### config.mk
export PLATFORM = sky130hd
export DESIGN_NAME = bsg_cordic_tanh_divide
export DESIGN_NICKNAME = d
export VERILOG_FILES = /design/src/rtl/bsg_cordic_tanh_divide.sv
export SDC_FILE = /design/constraint.sdc
export NUM_CORES = 1
export LEC_CHECK = 0
export BUFFER_PORTS_ARGS = -buffer_cell sky130_fd_sc_hd__buf_4
export CAP_MARGIN = 25
export CELL_PAD_IN_SITES_DETAIL_PLACEMENT = 1
export CELL_PAD_IN_SITES_GLOBAL_PLACEMENT = 1
export CORE_MARGIN = 3
export CORE_UTILIZATION = 40
export DETAILED_ROUTE_END_ITERATION = 10
export GPL_TIMING_DRIVEN = 1
export PLACE_DENSITY = 0.77
export SLEW_MARGIN = 20
export SYNTH_ARGS = -nofsm -noshare
export SYNTH_HDL_FRONTEND = slang
export SYNTH_SLANG_ARGS = --single-unit
### constraint.sdc
create_clock -name clk_i -period 4.5 [get_ports clk_i]
set_clock_uncertainty 0.05 [all_clocks]
set_input_delay 0.9 -clock clk_i [delete_from_list [all_inputs] [get_ports clk_i]]
set_output_delay 0.9 -clock clk_i [all_outputs]
set_load 0.05 [all_outputs]
### src/rtl/bsg_cordic_tanh_divide.sv
// Computes tanh = sinh/cosh by radix-2 restoring division (one quotient bit per cycle)
// and exp = cosh + sinh, behind val/ready handshakes on both sides.
`timescale 1ns/1ps
module bsg_cordic_tanh_divide #(
  parameter int ans_width_p = 32,
  parameter int frac_p      = 24
) (
  input  logic                          clk_i,
  input  logic                          reset_i,
  input  logic signed [ans_width_p-1:0] sinh_i,
  input  logic signed [ans_width_p-1:0] cosh_i,
  input  logic                          val_i,
  output logic                          ready_o,
  output logic signed [ans_width_p-1:0] tanh_o,
  output logic signed [ans_width_p:0]   exp_o,
  output logic                          val_o,
  input  logic                          ready_i
);

  localparam int cnt_w = (frac_p > 1) ? $clog2(frac_p) : 1;
  localparam logic [ans_width_p-1:0] sat_mag = {{(ans_width_p-frac_p){1'b0}}, {frac_p{1'b1}}};

  typedef enum logic [1:0] {IDLE, BUSY, DONE} state_e;

  state_e                 state_r, state_n;
  logic                   sign_r, sat_r;
  logic [ans_width_p-1:0] rem_r, div_r;
  logic [frac_p-1:0]      q_r;
  logic [cnt_w-1:0]       cnt_r;

  logic                   accept, retire, last_step;
  logic [ans_width_p-1:0] mag_in;
  logic                   sat_in;
  logic [ans_width_p:0]   r2;
  logic                   take;
  logic [frac_p-1:0]      q_nx;
  logic [ans_width_p-1:0] mag_out;

  assign ready_o = (state_r == IDLE);
  assign val_o   = (state_r == DONE);
  assign accept  = ready_o & val_i;
  assign retire  = val_o & ready_i;
  assign last_step = (cnt_r == '0);

  // |sinh| as unsigned; the most-negative input naturally maps to 2^(w-1)
  assign mag_in = sinh_i[ans_width_p-1] ? $unsigned(-sinh_i) : $unsigned(sinh_i);
  assign sat_in = cosh_i[ans_width_p-1] | (cosh_i == '0) | (mag_in >= $unsigned(cosh_i));

  assign r2      = {rem_r, 1'b0};
  assign take    = (r2 >= {1'b0, div_r});
  assign q_nx    = (q_r << 1) | frac_p'(take);
  assign mag_out = sat_r ? sat_mag : {{(ans_width_p-frac_p){1'b0}}, q_nx};

  always_comb begin
    state_n = state_r;
    case (state_r)
      IDLE:    if (val_i) state_n = BUSY;
      BUSY:    if (last_step) state_n = DONE;
      DONE:    if (ready_i) state_n = IDLE;
      default: state_n = IDLE;
    endcase
  end

  always_ff @(posedge clk_i) begin
    if (reset_i) state_r <= IDLE;
    else         state_r <= state_n;
  end

  always_ff @(posedge clk_i) begin
    if (reset_i) begin
      sign_r <= 1'b0;
      sat_r  <= 1'b0;
      rem_r  <= '0;
      div_r  <= '0;
      q_r    <= '0;
      cnt_r  <= '0;
      tanh_o <= '0;
      exp_o  <= '0;
    end else if (accept) begin
      sign_r <= sinh_i[ans_width_p-1];
      sat_r  <= sat_in;
      rem_r  <= mag_in;
      div_r  <= cosh_i;
      q_r    <= '0;
      cnt_r  <= cnt_w'(frac_p-1);
      exp_o  <= {cosh_i[ans_width_p-1], cosh_i} + {sinh_i[ans_width_p-1], sinh_i};
    end else if (state_r == BUSY) begin
      // remainder stays below div for legal inputs, so dropping the top bit is lossless
      rem_r <= take ? ans_width_p'(r2 - {1'b0, div_r}) : r2[ans_width_p-1:0];
      q_r   <= q_nx;
      if (last_step) tanh_o <= sign_r ? -mag_out : mag_out;
      else           cnt_r  <= cnt_r - 1'b1;
    end
  end

endmodule
==> results of run 1 <==
repair_timing:
item / in CTS / in global routing
endpoints found under the hold margin: 0 / 0
gates resized for setup: 0 / 5
endpoints found under the setup margin: 0 / 1
worst min path at each step:
stage                             to  depth (start not counted)        from  slack (ps)
after detailed placement  tanh_o[25]                          1  tanh_o[25]         390
after CTS                   exp_o[5]                          2    exp_o[5]         410
after global routing       exp_o[24]                          2   exp_o[24]         430
after floorplan            div_r[10]                          2   div_r[10]         390
after global placement    tanh_o[25]                          1  tanh_o[25]         380
final                     tanh_o[24]                          1  tanh_o[24]         400
worst register-to-register path, stage by stage, from the launching register on:
cell and delay, ps:
dfxtp_1 390, or3_4 430, or4_4 450, or4_4 470
or2_4 260, or4_4 470, or3_4 400, or4_4 500
or4_1 510, nand3_1 80
power by group:
group,internal [mW],switching (mW),total [mW]
sequential,1.59,0.125,1.71
clock,0.751,0.754,1.51
combinational,1.23,2.18,3.41
per-stage QoR:
step                      TNS [ps]  std cells  setup slack (ps)  total power, mW  utilization (%)
after floorplan                  0       1574               114             4.11                -
after global placement        -131       2040              -131             5.00             46.4
after detailed placement      -177       2040              -177             5.08             46.4
after CTS                        0       2072              9.53             6.63             48.5
after global routing             0       2072              17.8             7.08             48.6
final                            0       2072               216             6.63             48.6
cell type report:
type                       count  area (um2)  share of cell area [%]
clock buffer                  18         429                    3.13
clock inverter                14         165                    1.20
inverter                      87         327                    2.38
multi-input combinational   1239        7800                    56.8
sequential                   161        3220                    23.5
tap                          378         473                    3.44
timing repair buffer         175        1310                    9.57
cell usage in the layout (no fill, tap or decap), types with 6 or more instances in the layout:
master / count
a2111oi_0: 10
a211oi_1: 22
a21o_1: 36
a21oi_1: 177
a31oi_1: 30
and3_1: 7
buf_4: 175
clkbuf_16: 17
dfxtp_1: 161
ha_1: 99
inv_1: 86
nand2_1: 264
nand2b_1: 20
nand3_1: 26
nand3b_1: 6
nand4_1: 23
nor2_1: 89
nor2b_1: 14
nor3_1: 34
nor4_1: 24
o211ai_1: 13
o21a_1: 11
o21ai_0: 93
o221ai_1: 12
o311ai_0: 6
o31ai_1: 12
o41ai_1: 7
or3_1: 12
or4_1: 12
xnor2_1: 73
xor2_1: 15
flip-flops by register name, indices dropped and copies added (netlist names):
| signal | flops |
|---|---|
| exp_o | 33 |
| sat_r | 1 |
| div_r | 32 |
| sign_r | 1 |
| cnt_r | 5 |
| tanh_o | 32 |
| state_r | 2 |
| q_r | 23 |
| rem_r | 32 |
per-layer routing:
metal | wire, um | vias to the layer above | part of all wire [%] | GRT usage, %
met5 | 0 | - | 0 | 0
met4 | 787 | 0 | 1.9 | 6.84
met3 | 2160 | 48 | 5.3 | 3.57
met2 | 18500 | 318 | 45 | 41.8
met1 | 19500 | 5922 | 48 | 37.4
li1 | - | 5882 | - | -
cell families (layout without fill, tap and decap cells):
kind of cell    after synthesis  in the layout
compound gates              481            481
xor+xnor                     88             88
fa+ha+maj                   101            101
buf+inv                     174            294
flops                       161            161
mux                           4              4
simple gates                565            565
Yosys cell counts (all sizes together) (12+ instances only):
cell type	number	area share [%]
buf	15	0.48
xnor2	73	5.5
o31ai	12	0.77
nand4	23	1.2
xor2	15	1.1
a211oi	22	1.4
a31oi	30	1.6
a21oi	177	7.6
nor2b	15	0.81
o21ai	93	4.0
nor3	34	1.5
dfxtp	161	28
nand2b	20	1.1
nand2	265	8.5
or3	14	0.84
nor2	89	2.9
nor4	25	1.3
o221ai	12	0.90
or4	20	1.5
o211ai	13	0.84
inv	86	2.8
ha	99	11
a21o	36	2.3
clkbuf	72	2.3
nand3	26	1.1
==> metrics.md, run 1 <==
| Metric | Value |
|---|---|
| Outcome | finished clean |
| Initial antenna violation count | 0 |
| Vias in the first global route | 12.3k |
| Yosys warns | 0 |
| Crit-path cells | buf_4, or4_1, nor4_2, buf_4, nand3_1, or4_1, buf_4, o21ai_0, xnor2_1, ha_1, nand4_1, a2111oi_2, a211oi_1, o21ai_0, a21oi_1, o21ai_0, a21o_1 |
| Hpwl dp | 30,400 um |
| Max_slew headroom | 35.4% |
| Actual slew at the worst max-slew pin | 967 ps |
| Post CTS Setup Buffer Count | 0 |
| Min cycle time layout | 4280 ps |
| Post-synthesis simple-gate area fraction | ~23% |
| Leak Pwr | 5.72 nW |
| PwrDens | 483 nW/um2 |
| Post-synth EDFFs | 0 |
| CTS sink cnt | 161 |
| CTS buffer count | 17 |
| Slew Limit Fails | 0 |
| Fillers | 3,574 |
| Worst r2r path cells | 9 |
| Setup Crit Path Kind | in -> reg |
| Async set or reset register ratio after synthesis | 0% |
| I/O pins | 135 |
| Max Freq | 0.233 GHz |
| Largest family of logic cells by synthesized area | compound AO/OA/AOI/OAI gates |
| Placed Area | approximately 13,000 um2 |
| Std cell rows | 61 |
| Global-route wire length before repair | approximately 67,000 um |
| Die width | about 180 um |
| GRT Overall Usage | 26.3% |
| DRC | 0 |
| Die Area | a little over 30,000 um2 |
| WL final | roughly 40,000 um |
| Maxcap violations | 0 |
| CP required | 4790 ps |
| Worst-Skew Late Latency | 440 ps |
| Distinct cells, synth | 68 |
| WP buf/inv | 3 |
| Initial Util | roughly two fifths |
| Predominant post-synthesis flop cell | dfxtp_1 |
| Worst r2r src | q_r[1] |
| Clock Tree Buf Depth | 2 |
| Root Buffer | clkbuf_16 |
| Hold WS | roughly 400 ps |
| Mean Syn Cell Area | roughly 7.4 um2 |
| Input/output buffers | approximately 130 |
| Xor and xnor fraction of the mapped netlist area | 6.62% |
| Wire per inst | 19.8 um |
| R2R Setup Slk | 440 ps |
| Final period utilization | 95.2% |
| Final Instance Area | 13,700 um2 |
| VDD IR max | approximately 0.28 mV |
| RSZ-0062 raised after global routing | false |
| Final Hold Fails | 0 |
| Nature of the critical path endpoint | register |
| Mux cell area share after synthesis | 0.355% |
| Number of cells on the critical path | 17 |
| Slowest stage delay, CP | 580 ps |
| Worst Hold Class | reg -> reg |
| CTS tree | yes |
| CP Launch Type | input port |
| Crit path max-delay family | simple AND/OR/NAND/NOR gates |
| Post-route ant nets | 0 |
| CP max-delay cell | or4_1 |
| Setup Viol. Count Final | 0 |
| GRT Residual Overflow | 0 |
| Area Growth Syn to Fin | 18.0% |
| Sequential fraction of the synthesis area | 27.7% |
| Crit path DAT | between 4000 and 5000 ps |
| ANT cells | 0 |
| Mapped Cells | approximately 1.6k |
| Clock-pin slew on the worst setup and hold paths | around 80 ps |
| # hold bufs at CTS | 0 |
| Critical Path End | sat_r |
| Seq cells post-synth | 161 |
| H-tree depth | 4 |
| Vias per cell | 5.87 |
| Chip Height | approximately 180 um |
| Synth Area in Compound Gates | between 20% and 30% |
| Crit path from | sinh_i[6] |
| # nets final | between 1.5k and 2k |
| Vias | 12.2k |
| Worst-path maximum fanout | 5 |
| GPL Wtd Cong | 0.900 |
| Layout cells sized above 1 | between 10% and 20% |
| TritonRoute pass-1 iters | 5 |
| Mapped cell area | approximately 12,000 um2 |
| CORE AREA | around 28,000 um2 |
| RR Endpoint | tanh_o[23] |
| Adder-Cell Fraction of Synth Area | between 10% and 20% |
| Synthesized Nets | 1,743 |
| Pin count of the biggest net entering global routing | 69 |
| DRT iter0 DRCs | 775 |
No activity file was read; power rests on OpenSTA's default activity.
==> run 2: changes to the inputs <==
--- a/config.mk
+++ b/config.mk
@@ -9,7 +9,7 @@
 export CAP_MARGIN = 25
 export CELL_PAD_IN_SITES_DETAIL_PLACEMENT = 1
 export CELL_PAD_IN_SITES_GLOBAL_PLACEMENT = 1
-export CORE_MARGIN = 3
+export CORE_MARGIN = 2
 export CORE_UTILIZATION = 40
 export DETAILED_ROUTE_END_ITERATION = 10
 export GPL_TIMING_DRIVEN = 1
==> constraint.sdc (replaced) <==
create_clock -name clk_i -period 4.5 [get_ports clk_i]
set_clock_uncertainty 0.05 [all_clocks]
set_input_delay 0.45 -clock clk_i [delete_from_list [all_inputs] [get_ports clk_i]]
set_output_delay 0.45 -clock clk_i [all_outputs]
set_load 0.05 [all_outputs]
==> run 2 against run 1 <==
  * Combinational power is 1% lower
  * Critical endpoint is now tanh_o[23]
  * Utilization is 1.4 points lower
  * Fmax is 5.6% higher
  * Hold slack worse by 180 ps
  * Routed wire length is 4.4% lower
  * Count of clock-buffer cells in the layout is 1 lower
  * Flip-flop and latch count stayed put
  * Global-route usage is 0.33 points lower
  * Setup slack better by 230 ps
  * Clock power is 3% lower
==> metrics.md, run 2 (same netlist as run 1, synthesis figures left out) <==
| Metric | Value |
|---|---|
| Worst-path maximum fanout | 11 (+6) |
| Placed Cells | 2,022 (-0.88%) |
| Worst Hold Class | in -> reg |
| Max Freq | 0.247 GHz (+5.6%) |
| Vias per cell | 5.76 (-1.9%) |
| Cts repair resizes | 0 (unchanged) |
| GPL Wtd Cong | 0.881 (-2.2%) |
| R2R Setup Slk | 440 ps (about the same) |
| Area Growth Syn to Fin | 16.4% |
| Actual slew at the worst max-slew pin | 1070 ps (+103 ps) |
| TNS Setup | 0 ps (unchanged) |
| ANT cells | 0 (unchanged) |
| Clock Tree Buf Depth | 2 (unchanged) |
| Chip Height | 175 um (-1.1%) |
| DRT iter0 DRCs | 571 (-26%) |
| Hpwl dp | 29,600 um (-2.5%) |
| Initial Util | 40.5% (-0.66 points) |
| Setup Crit Path Kind | reg -> reg |
| Input/output buffers | 134 (unchanged) |
| Pin count of the biggest net entering global routing | 94 (+36%) |
| Hold Path End | state_r[1] |
| # hold bufs at CTS | 0 (unchanged) |
| Crit-path cells | or3_4, or4_4, or4_4, or2_4, or4_4, or3_4, or4_4, or4_1, nand3_1 |
| Wire per inst | 19.1 um (-3.6%) |
| CP max-delay cell | or4_1 |
| Nature of the critical path endpoint | register |
| Vias | 11.8k (-2.7%) |
| Final period utilization | 90.1% (-5.1 points) |
| Post-route ant nets | 0 (unchanged) |
| Final Hold Fails | 0 (unchanged) |
| Commonest cells after routing, fill and taps aside | nand2_1, a21oi_1, dfxtp_1 |
| CTS buffer count | 17 (unchanged) |
| Setup Viol. Count Final | 0 (unchanged) |
| Max_slew headroom | 28.7% (-6.7 points) |
| Largest register FFs | 33 (unchanged) |
| Root Buffer | clkbuf_16 |
| Worst r2r path cells | 9 (unchanged) |
| CP dominant cell by count | or4_4 |
| DP Worst Slack | 118 ps (+295 ps) |
| Slowest stage delay, CP | 510 ps (-70 ps) |
| CTS sink cnt | 161 (unchanged) |
| Min cycle time layout | 4060 ps (-228 ps) |
| RSZ-0062 raised after global routing | false |
| Clock-pin slew on the worst setup and hold paths | 80 ps (about the same) |
| Setup ws final | 444 ps (+228 ps) |
| Slew Limit Fails | 0 (unchanged) |
| Non-filler instance count after layout | 2,055 (-0.82%) |
| GRT Residual Overflow | 0 (unchanged) |
| Outcome | finished clean |
| Global-route wire length before repair | 64,100 um (-3.9%) |
| Hold Path Depth | 3 (+2) |
| Crit path DAT | 4400 ps (-170 ps) |
| DRC | 0 (unchanged) |
| I/O pins | 135 (unchanged) |
| # nets final | 1,827 (-1.2%) |
| Vias in the first global route | 12.1k (-2.0%) |
| GRT Overall Usage | 25.9% (-0.33 points) |
| Hold path start | ready_i |
| Std cell rows | 62 (+1.6%) |
| CP Launch Type | register |
| Initial antenna violation count | 0 (unchanged) |
| Layout cells sized above 1 | 12.3% (-1.4 points) |
| Total power | 6.56 mW (-1.0%) |
| Maxcap violations | 0 (unchanged) |
| VDD IR max | 0.344 mV (+24%) |
| CTS tree | yes |
| PwrDens | 484 nW/um2 (+0.33%) |
| CORE AREA | 28,700 um2 (+1.6%) |
| Leak Pwr | 5.61 nW (-1.9%) |
| WL final | 39,200 um (-4.4%) |
| CP required | 4840 ps (+50 ps) |
| Post CTS Setup Buffer Count | 0 (unchanged) |
| Commonest non-fill, non-tap cell in the layout | nand2_1 |
| Die Area | 30,500 um2 (-2.3%) |
| Largest register by flop count | exp_o |
| TritonRoute pass-1 iters | 5 (unchanged) |
| Worst-Skew Late Latency | 440 ps (about the same) |
| Die width | 175 um (-1.1%) |
| RR Endpoint | tanh_o[23] |
| H-tree depth | 4 (unchanged) |
| Worst r2r src | q_r[0] |
## run 2: how the worst max path moves through the flow
stage / startpoint / to / slack [ps] / cells past startpoint
after floorplan: sinh_i[6] / sat_r / 560 / 15
after CTS: q_r[0] / tanh_o[23] / 460 / 9
final: q_r[0] / tanh_o[23] / 440 / 9
after detailed placement: sinh_i[6] / sat_r / 120 / 16
after global placement: sinh_i[6] / sat_r / 210 / 16
after global routing: sinh_i[4] / sat_r / 160 / 16
## run 2: routing by layer
metal | vias up | share of wire (%) | wire (um) | global-route usage [%]
li1 | 5839 | - | - | -
met1 | 5737 | 49 | 19200 | 35.7
met2 | 221 | 45 | 17800 | 42.2
met3 | 39 | 3.7 | 1450 | 3.66
met4 | 0 | 2.0 | 768 | 7.67
met5 | - | 0 | 0 | 0
## run 2: cell type report
cell class / count / area (um2)
multi-input combinational: 1239 / 7780
clock buffer: 17 / 425
clock inverter: 15 / 158
inverter: 87 / 327
fill: 3641 / 15200
tap: 384 / 480
timing repair buffer: 152 / 1160
sequential: 161 / 3220
## run 2: stage by stage
stage / utilization (%) / cell area, um2 / hold slack, ps
final: 47.2 / 13500 / 225
after global placement: 45.1 / 13000 / 386
after CTS: 47.2 / 13500 / 209
after global routing: 47.2 / 13500 / 226
after detailed placement: 45.1 / 13000 / 392
after floorplan: - / 11600 / 386
## run 2: report_power, final
part | switching [mW] | internal (mW) | total, mW | leakage [nW]
clock | 0.728 | 0.746 | 1.47 | 0.290
combinational | 2.14 | 1.23 | 3.36 | 4.00
sequential | 0.135 | 1.59 | 1.72 | 1.32
## run 2: critical path, delay by kind of cell (launching register included)
family | cells | cell delay [ps]
flip-flops | 1 | 420
AND/OR/NAND/NOR | 9 | 3540
